**config.mk**
```make
export PLATFORM = sky130hd
export DESIGN_NAME = draw_bg_scroll_flat
export DESIGN_NICKNAME = d
export VERILOG_FILES = /design/src/rtl/draw_bg_scroll_if.sv /design/src/rtl/draw_bg_scroll.sv /design/src/flat_wrapper.sv
export SDC_FILE = /design/constraint.sdc
export NUM_CORES = 2
export LEC_CHECK = 0
export CORE_AREA = 2 2 245 247
export DETAILED_ROUTE_END_ITERATION = 7
export DIE_AREA = 0 0 247 249
export PLACE_DENSITY = 0.82
export SLEW_MARGIN = 10
export SYNTH_ARGS = -nofsm -noshare
export SYNTH_HDL_FRONTEND = slang
export SYNTH_SLANG_ARGS = --single-unit
export TNS_END_PERCENT = 1
```
**constraint.sdc**
```tcl
create_clock -name clk -period 20.4 [get_ports clk]
set_input_delay 5.1 -clock clk [delete_from_list [all_inputs] [get_ports clk]]
set_output_delay 5.1 -clock clk [all_outputs]
set_load 0.005 [all_outputs]
```
**src/rtl/draw_bg_scroll_if.sv**
```systemverilog
// vga_if: VGA timing/pixel bundle passed between pipeline stages.
//   vcount, hcount : 11-bit pixel counters (active plus blanking area)
//   vsync, hsync   : sync pulses
//   vblnk, hblnk   : blanking flags
//   rgb            : 12-bit 4:4:4 colour, driven only by drawing stages
// Modports: 'in' for a consumer of timing, 'out' for a producer of timing + rgb.
interface vga_if;
    logic [10:0] vcount;
    logic [10:0] hcount;
    logic        vsync;
    logic        hsync;
    logic        vblnk;
    logic        hblnk;
    logic [11:0] rgb;

    modport in  (input  vcount, hcount, vsync, hsync, vblnk, hblnk);
    modport out (output vcount, hcount, vsync, hsync, vblnk, hblnk, rgb);
endinterface

```
**src/rtl/draw_bg_scroll.sv**
```systemverilog
// draw_bg_scroll: background stage of the VGA pipeline. Draws border lines,
// a ground band, a sky and N_CLOUDS round clouds that scroll horizontally
// with wrap-around, with day/night colours. Two-cycle latency on all fields.
// Ports:
//   clk        : pixel clock
//   rst_n      : asynchronous active-low reset
//   scroll_en  : 1 = clouds advance on frame ticks, 0 = freeze
//   night_mode : 1 = night colour set
//   vga_in     : timing from the upstream stage
//   vga_out    : timing delayed by 2 cycles plus generated rgb
module draw_bg_scroll #(
    parameter int          HOR_PIXELS    = 1024,
    parameter int          VER_PIXELS    = 768,
    parameter int          GROUND_Y      = 501,
    parameter int          N_CLOUDS      = 4,
    parameter int          CLOUD_X0      = 100,
    parameter int          CLOUD_SPACING = 256,
    parameter int          CLOUD_Y0      = 100,
    parameter int          CLOUD_DY      = 100,
    parameter int          CLOUD_R2      = 900,
    parameter int          SCROLL_DIV    = 2,
    parameter logic [11:0] SKY_DAY       = 12'h00F,
    parameter logic [11:0] SKY_NIGHT     = 12'h004,
    parameter logic [11:0] CLOUD_DAY     = 12'hFFF,
    parameter logic [11:0] CLOUD_NIGHT   = 12'h888,
    parameter logic [11:0] GROUND_RGB    = 12'h0F0
) (
    input  logic clk,
    input  logic rst_n,
    input  logic scroll_en,
    input  logic night_mode,
    vga_if.in    vga_in,
    vga_if.out   vga_out
);

    localparam int CW   = 11;                 // counter width of vga_if
    localparam int DW   = CW + 1;             // distance width, holds HOR_PIXELS
    localparam int SW   = 2 * DW + 1;         // squared-distance sum width
    localparam int OW   = (HOR_PIXELS > 1) ? $clog2(HOR_PIXELS) : 1;
    localparam int DIVW = (SCROLL_DIV > 1) ? $clog2(SCROLL_DIV) : 1;

    typedef enum logic [2:0] {
        CLS_BLANK  = 3'd0,  // must be the reset value so a cleared pipe gives rgb 0
        CLS_TOP    = 3'd1,
        CLS_BOTTOM = 3'd2,
        CLS_LEFT   = 3'd3,
        CLS_RIGHT  = 3'd4,
        CLS_GROUND = 3'd5,
        CLS_SKY    = 3'd6
    } pix_class_t;

    function automatic int cloud_base(input int k);
        return (CLOUD_X0 + k * CLOUD_SPACING) % HOR_PIXELS;
    endfunction

    // ---------------- frame tick and scroll offset ----------------
    logic            r_vblnk_d;
    logic [DIVW-1:0] r_div_cnt;
    logic [OW-1:0]   r_offset;
    logic            w_tick;

    assign w_tick = vga_in.vblnk & ~r_vblnk_d;

    always_ff @(posedge clk or negedge rst_n) begin
        if (!rst_n) begin
            r_vblnk_d <= 1'b0;
            r_div_cnt <= '0;
            r_offset  <= '0;
        end else begin
            r_vblnk_d <= vga_in.vblnk;
            if (w_tick && scroll_en) begin
                if (r_div_cnt == DIVW'(SCROLL_DIV - 1)) begin
                    r_div_cnt <= '0;
                    r_offset  <= (r_offset == OW'(HOR_PIXELS - 1)) ? '0 : r_offset + 1'b1;
                end else begin
                    r_div_cnt <= r_div_cnt + 1'b1;
                end
            end
        end
    end

    // ---------------- stage 1: distances and class ----------------
    logic [DW-1:0] w_cx_sum [N_CLOUDS];
    logic [DW-1:0] w_cx     [N_CLOUDS];
    logic [DW-1:0] w_cy     [N_CLOUDS];
    logic [DW-1:0] w_adx    [N_CLOUDS];
    logic [DW-1:0] w_dx     [N_CLOUDS];
    logic [DW-1:0] w_dy     [N_CLOUDS];
    logic [DW-1:0] w_h;
    logic [DW-1:0] w_v;
    pix_class_t    w_class;

    assign w_h = DW'(vga_in.hcount);
    assign w_v = DW'(vga_in.vcount);

    always_comb begin
        for (int unsigned k = 0; k < N_CLOUDS; k++) begin
            // base < HOR and offset < HOR, so one conditional subtract is the modulo
            w_cx_sum[k] = DW'(cloud_base(int'(k))) + DW'(r_offset);
            w_cx[k]     = (w_cx_sum[k] >= DW'(HOR_PIXELS)) ? w_cx_sum[k] - DW'(HOR_PIXELS)
                                                           : w_cx_sum[k];
            w_cy[k]     = DW'(CLOUD_Y0 + (((k % 2) == 1) ? CLOUD_DY : 0));
            w_adx[k]    = (w_h >= w_cx[k]) ? w_h - w_cx[k] : w_cx[k] - w_h;
            // shorter way round the screen, so clouds straddle the edges;
            // hcount in blanking can exceed HOR_PIXELS, those pixels are black anyway
            if (w_adx[k] >= DW'(HOR_PIXELS)) begin
                w_dx[k] = w_adx[k];
            end else if (w_adx[k] > DW'(HOR_PIXELS) - w_adx[k]) begin
                w_dx[k] = DW'(HOR_PIXELS) - w_adx[k];
            end else begin
                w_dx[k] = w_adx[k];
            end
            w_dy[k]     = (w_v >= w_cy[k]) ? w_v - w_cy[k] : w_cy[k] - w_v;
        end
    end

    always_comb begin
        w_class = CLS_SKY;
        if (vga_in.hblnk || vga_in.vblnk) begin
            w_class = CLS_BLANK;
        end else if (vga_in.vcount == '0) begin
            w_class = CLS_TOP;
        end else if (vga_in.vcount == CW'(VER_PIXELS - 1)) begin
            w_class = CLS_BOTTOM;
        end else if (vga_in.hcount == '0) begin
            w_class = CLS_LEFT;
        end else if (vga_in.hcount == CW'(HOR_PIXELS - 1)) begin
            w_class = CLS_RIGHT;
        end else if (vga_in.vcount >= CW'(GROUND_Y)) begin
            w_class = CLS_GROUND;
        end
    end

    logic [CW-1:0] r_s1_vcount;
    logic [CW-1:0] r_s1_hcount;
    logic          r_s1_vsync;
    logic          r_s1_hsync;
    logic          r_s1_vblnk;
    logic          r_s1_hblnk;
    pix_class_t    r_s1_class;
    logic          r_s1_night;
    logic [DW-1:0] r_s1_dx [N_CLOUDS];
    logic [DW-1:0] r_s1_dy [N_CLOUDS];

    always_ff @(posedge clk or negedge rst_n) begin
        if (!rst_n) begin
            r_s1_vcount <= '0;
            r_s1_hcount <= '0;
            r_s1_vsync  <= 1'b0;
            r_s1_hsync  <= 1'b0;
            r_s1_vblnk  <= 1'b0;
            r_s1_hblnk  <= 1'b0;
            r_s1_class  <= CLS_BLANK;
            r_s1_night  <= 1'b0;
            for (int unsigned k = 0; k < N_CLOUDS; k++) begin
                r_s1_dx[k] <= '0;
                r_s1_dy[k] <= '0;
            end
        end else begin
            r_s1_vcount <= vga_in.vcount;
            r_s1_hcount <= vga_in.hcount;
            r_s1_vsync  <= vga_in.vsync;
            r_s1_hsync  <= vga_in.hsync;
            r_s1_vblnk  <= vga_in.vblnk;
            r_s1_hblnk  <= vga_in.hblnk;
            r_s1_class  <= w_class;
            r_s1_night  <= night_mode;
            for (int unsigned k = 0; k < N_CLOUDS; k++) begin
                r_s1_dx[k] <= w_dx[k];
                r_s1_dy[k] <= w_dy[k];
            end
        end
    end

    // ---------------- stage 2: cloud hit and colour ----------------
    logic [SW-1:0] w_d2 [N_CLOUDS];
    logic          w_hit;
    logic [11:0]   w_rgb;

    always_comb begin
        w_hit = 1'b0;
        for (int unsigned k = 0; k < N_CLOUDS; k++) begin
            w_d2[k] = SW'(r_s1_dx[k]) * SW'(r_s1_dx[k]) + SW'(r_s1_dy[k]) * SW'(r_s1_dy[k]);
            if (w_d2[k] <= SW'(CLOUD_R2)) begin
                w_hit = 1'b1;
            end
        end
    end

    always_comb begin
        w_rgb = '0;
        case (r_s1_class)
            CLS_BLANK:  w_rgb = '0;
            CLS_TOP:    w_rgb = 12'hFF0;
            CLS_BOTTOM: w_rgb = 12'hF00;
            CLS_LEFT:   w_rgb = 12'h0F0;
            CLS_RIGHT:  w_rgb = 12'h00F;
            CLS_GROUND: w_rgb = GROUND_RGB;
            CLS_SKY: begin
                if (w_hit) begin
                    w_rgb = r_s1_night ? CLOUD_NIGHT : CLOUD_DAY;
                end else begin
                    w_rgb = r_s1_night ? SKY_NIGHT : SKY_DAY;
                end
            end
            default:    w_rgb = '0;
        endcase
    end

    logic [CW-1:0] r_s2_vcount;
    logic [CW-1:0] r_s2_hcount;
    logic          r_s2_vsync;
    logic          r_s2_hsync;
    logic          r_s2_vblnk;
    logic          r_s2_hblnk;
    logic [11:0]   r_s2_rgb;

    always_ff @(posedge clk or negedge rst_n) begin
        if (!rst_n) begin
            r_s2_vcount <= '0;
            r_s2_hcount <= '0;
            r_s2_vsync  <= 1'b0;
            r_s2_hsync  <= 1'b0;
            r_s2_vblnk  <= 1'b0;
            r_s2_hblnk  <= 1'b0;
            r_s2_rgb    <= '0;
        end else begin
            r_s2_vcount <= r_s1_vcount;
            r_s2_hcount <= r_s1_hcount;
            r_s2_vsync  <= r_s1_vsync;
            r_s2_hsync  <= r_s1_hsync;
            r_s2_vblnk  <= r_s1_vblnk;
            r_s2_hblnk  <= r_s1_hblnk;
            r_s2_rgb    <= w_rgb;
        end
    end

    assign vga_out.vcount = r_s2_vcount;
    assign vga_out.hcount = r_s2_hcount;
    assign vga_out.vsync  = r_s2_vsync;
    assign vga_out.hsync  = r_s2_hsync;
    assign vga_out.vblnk  = r_s2_vblnk;
    assign vga_out.hblnk  = r_s2_hblnk;
    assign vga_out.rgb    = r_s2_rgb;

endmodule

```
**src/flat_wrapper.sv**
```systemverilog
// flat-port wrapper written by rule: the top's interface ports become plain ports
module draw_bg_scroll_flat 
#(
    parameter int          HOR_PIXELS    = 1024,
    parameter int          VER_PIXELS    = 768,
    parameter int          GROUND_Y      = 501,
    parameter int          N_CLOUDS      = 4,
    parameter int          CLOUD_X0      = 100,
    parameter int          CLOUD_SPACING = 256,
    parameter int          CLOUD_Y0      = 100,
    parameter int          CLOUD_DY      = 100,
    parameter int          CLOUD_R2      = 900,
    parameter int          SCROLL_DIV    = 2,
    parameter logic [11:0] SKY_DAY       = 12'h00F,
    parameter logic [11:0] SKY_NIGHT     = 12'h004,
    parameter logic [11:0] CLOUD_DAY     = 12'hFFF,
    parameter logic [11:0] CLOUD_NIGHT   = 12'h888,
    parameter logic [11:0] GROUND_RGB    = 12'h0F0
)
  (clk, rst_n, scroll_en, night_mode, vga_in_vcount, vga_in_hcount, vga_in_vsync, vga_in_hsync, vga_in_vblnk, vga_in_hblnk, vga_out_vcount, vga_out_hcount, vga_out_vsync, vga_out_hsync, vga_out_vblnk, vga_out_hblnk, vga_out_rgb);
  vga_if vga_in_i ();
  vga_if vga_out_i ();
  input  logic clk;
  input  logic rst_n;
  input  logic scroll_en;
  input  logic night_mode;
  input wire logic [$bits(vga_in_i.vcount)-1:0] vga_in_vcount;
  input wire logic [$bits(vga_in_i.hcount)-1:0] vga_in_hcount;
  input wire logic [$bits(vga_in_i.vsync)-1:0] vga_in_vsync;
  input wire logic [$bits(vga_in_i.hsync)-1:0] vga_in_hsync;
  input wire logic [$bits(vga_in_i.vblnk)-1:0] vga_in_vblnk;
  input wire logic [$bits(vga_in_i.hblnk)-1:0] vga_in_hblnk;
  output wire logic [$bits(vga_out_i.vcount)-1:0] vga_out_vcount;
  output wire logic [$bits(vga_out_i.hcount)-1:0] vga_out_hcount;
  output wire logic [$bits(vga_out_i.vsync)-1:0] vga_out_vsync;
  output wire logic [$bits(vga_out_i.hsync)-1:0] vga_out_hsync;
  output wire logic [$bits(vga_out_i.vblnk)-1:0] vga_out_vblnk;
  output wire logic [$bits(vga_out_i.hblnk)-1:0] vga_out_hblnk;
  output wire logic [$bits(vga_out_i.rgb)-1:0] vga_out_rgb;
  assign vga_in_i.vcount = vga_in_vcount;
  assign vga_in_i.hcount = vga_in_hcount;
  assign vga_in_i.vsync = vga_in_vsync;
  assign vga_in_i.hsync = vga_in_hsync;
  assign vga_in_i.vblnk = vga_in_vblnk;
  assign vga_in_i.hblnk = vga_in_hblnk;
  assign vga_out_vcount = vga_out_i.vcount;
  assign vga_out_hcount = vga_out_i.hcount;
  assign vga_out_vsync = vga_out_i.vsync;
  assign vga_out_hsync = vga_out_i.hsync;
  assign vga_out_vblnk = vga_out_i.vblnk;
  assign vga_out_hblnk = vga_out_i.hblnk;
  assign vga_out_rgb = vga_out_i.rgb;
  draw_bg_scroll #(.HOR_PIXELS(HOR_PIXELS), .VER_PIXELS(VER_PIXELS), .GROUND_Y(GROUND_Y), .N_CLOUDS(N_CLOUDS), .CLOUD_X0(CLOUD_X0), .CLOUD_SPACING(CLOUD_SPACING), .CLOUD_Y0(CLOUD_Y0), .CLOUD_DY(CLOUD_DY), .CLOUD_R2(CLOUD_R2), .SCROLL_DIV(SCROLL_DIV), .SKY_DAY(SKY_DAY), .SKY_NIGHT(SKY_NIGHT), .CLOUD_DAY(CLOUD_DAY), .CLOUD_NIGHT(CLOUD_NIGHT), .GROUND_RGB(GROUND_RGB)) u_core (.clk(clk), .rst_n(rst_n), .scroll_en(scroll_en), .night_mode(night_mode), .vga_in(vga_in_i), .vga_out(vga_out_i));
endmodule
```
==> out/results.txt <==
status = completed
Remaining Overflow, GRT = 0
crit end category = flop
Mapped Area = 35100 um2
Synth area leader = fa_1
ys async rst share = 100%
Worst setup SP type = input port
gpl congestion = 0.926
unrepaired setup endpoints after global routing = false
final worst path period need = 11.76 ns
most frequent cells in the layout = inv_1 (820), fa_1 (566), ha_1 (409), and2_1 (273), nand2_1 (255)
EDFF count, synth = 0
Hold Crit Depth = 0
worst-margin pin slew = 1.19 ns
post-route cell area = 36800 um2
Resize count post-CTS = 0
Min Hold Slack = 0.345 ns
critical hold path startpoint = u_core.r_s1_vcount[5]
pre-CTS WS = 8.33 ns
vias after detailed routing = 26200
H-tree depth = 4
Worst Skew = 0.00865 ns
top cell type's share of synthesized area = 32.3%
Initial Util = 59.8%
antenna cells = 0
dpl cell area = 36200 um2
Fill cells = 4743
Die Wd = 247 um
DRT iter0 DRCs = 2004
register area = 3530 um2
buffers added on ports = 67
area occupied by multi-input gates = 27900 um2
CP max stage delay = 0.69 ns
Worst Hold Class = reg2reg
Pre-antenna DRT Iters = 7
Fmax achieved = 85.0 MHz
routed wire length = 79200 um
setup TNS = 0 ns
GRT Resource Usage Total = 26.8%
HPWL after detailed placement = 66400 um
period utilization = 57.7%
reg-to-reg startpoint = u_core.r_s1_dy[39]
CP max-delay cell = a31oi_2
postcts setup bufs = 0
post-route ant nets = 0
Pins Over Slew Limit = 0
WL/cell = 17.1 um
Syn Area/Cell = 9.07 um2
I/O pins = 68
most common cell after layout, fill and taps aside = inv_1
CTS tree = yes
Worst R2R End = u_core.vga_out.rgb[7]
Ys Warns = 0
maxcap violations = 0
share of cells above drive strength 1 = 3.48%
initial antenna violation count = 0
post-route setup slack = 8.64 ns
TritonCTS Buffers = 17
relative slew slack = 18.5%
CTS sink count = 141
FF+latch count, synth = 141
first-pass GRT wire length = 134000 um
final hold viol count = 0
DIE AREA = 61500 um2
CTS max path bufs = 2
Worst Path Max Fanout = 13
Mapped Cells = 3870
CP cell instances = clkdlybuf4s50_1 -> inv_1 -> ha_1 -> fa_1 -> nand2b_1 -> a21o_4 -> a211o_1 -> a31oi_2 -> nand2_1 -> nand2_1 -> ha_1 -> inv_1 -> a2111o_1 -> nand2b_1 -> or3_1 -> ha_1 -> or3_1 -> nor4b_1 -> nand4_1 -> o41a_1 -> a32oi_1 -> a41oi_1 -> a21oi_4 -> mux2_1
register area share after synthesis = 10.1%
Clock Tree Root = clkbuf_16
largest net degree at the start of global routing = 76
cts hold-fix bufs = 0
DRC viols = 0
crit path kind = in2reg
# setup viols final = 0
most frequent CP cell = ha_1
vias per cell = 5.67
clk_lat worst skew = 0.45 ns
Reg2Reg Setup Slack = 9.92 ns
vias in the first global route = 27200
worst endpoint data arrival time = 12.09 ns
Worst Hold End = u_core.vga_out.vcount[5]
Synth area leaders = fa_1 (32%), ha_1 (15%), dfrtp_1 (10%), inv_1 (8.8%), and2_1 (4.9%)
reg2reg path depth = 30
CP required = 20.72 ns
core area = 58700 um2
clock-pin slew on the worst setup and hold paths = 0.07 ns
library cells used by synthesis = 109
Layout Nets = 4841
ys flop type = dfrtp_1
Rows = 89
Die Span Y = 249 um
Synth-to-Final Area Change = 4.99%
## area by class of cell
cell class                 instances  area share, %
inverter                         825           8.40
timing repair buffer              78           2.05
clock inverter                    15          0.520
tap                              773           2.62
sequential                       141           9.58
clock buffer                      17           1.15
multi-input combinational       2773           75.7
## registers in the layout, indices dropped and copies added, names as in the netlist, 7 cells and up
register and count:
u_core.r_s1_dx 45, u_core.r_s1_dy 22, u_core.r_s1_hcount 11, u_core.r_s1_vcount 11
u_core.vga_out.hcount 11, u_core.vga_out.vcount 11, u_core.r_offset 10, u_core.vga_out.rgb 7
## synthesized netlist by cell type (53+ instances only)
| cell | instances |
|---|---|
| ha_1 | 409 |
| dfrtp_1 | 141 |
| fa_1 | 566 |
| nand2_1 | 255 |
| o21ai_0 | 115 |
| xor2_1 | 53 |
| inv_1 | 820 |
| nor2_1 | 138 |
| clkbuf_1 | 111 |
| and2_1 | 273 |
| a21oi_1 | 138 |
| xnor2_1 | 115 |
## critical path: cells and delay by family
family                   cells  cell delay [ns]
adder cells (fa/ha/maj)      4             1.23
AO/OA/AOI/OAI                8             2.73
buffers and inverters        3             0.72
multiplexers                 1             0.36
AND/OR/NAND/NOR              8             1.92
## routing by layer
metal / vias to the layer above / GRT usage [%] / wire [um]
li1: 12200 / - / -
met1: 13000 / 36.3 / 33600
met2: 807 / 44.1 / 38100
met3: 154 / 4.60 / 4930
met4: 0 / 8.24 / 2540
met5: - / 0 / 0
## how the worst max path moves through the flow
stage                      from            endpoint  cells after the start
5_1_grt        vga_in_hcount[0]  u_core.r_s1_dx[30]                     24
6_report       vga_in_hcount[0]  u_core.r_s1_dx[30]                     24
4_1_cts        vga_in_hcount[0]  u_core.r_s1_dx[30]                     24
3_3_place_gp   vga_in_hcount[0]  u_core.r_s1_dx[30]                     24
3_5_place_dp   vga_in_hcount[0]  u_core.r_s1_dx[30]                     24
2_1_floorplan  vga_in_hcount[0]  u_core.r_s1_dx[26]                     25
## kinds of logic (layout without fill, tap and decap cells)
| logic type | count (synthesis) | after routing | synth area share, % |
|---|---|---|---|
| and+or+nand+nor | 997 | 997 | 15.1 |
| adders and majority gates | 975 | 975 | 46.9 |
| buffers and inverters | 962 | 935 | 10.6 |
| AOI/OAI and AO/OA | 554 | 554 | 11.0 |
| xor gates and xnor gates | 171 | 171 | 4.33 |
| DFF | 141 | 141 | 10.1 |
| muxes | 68 | 68 | 2.12 |
| other | 2 | 8 | 0.0214 |
## metrics by stage
| step | cells | utilization [%] |
|---|---|---|
| after floorplan | 3876 | - |
| after global placement | 4590 | 61.7 |
| after detailed placement | 4590 | 61.7 |
| after CTS | 4622 | 62.8 |
| after global routing | 4622 | 62.8 |
| final | 4622 | 62.8 |
Power is left out: the tool's default activity adds up to more than one toggle a clock period on the data nets, which glitch-free logic cannot reach.
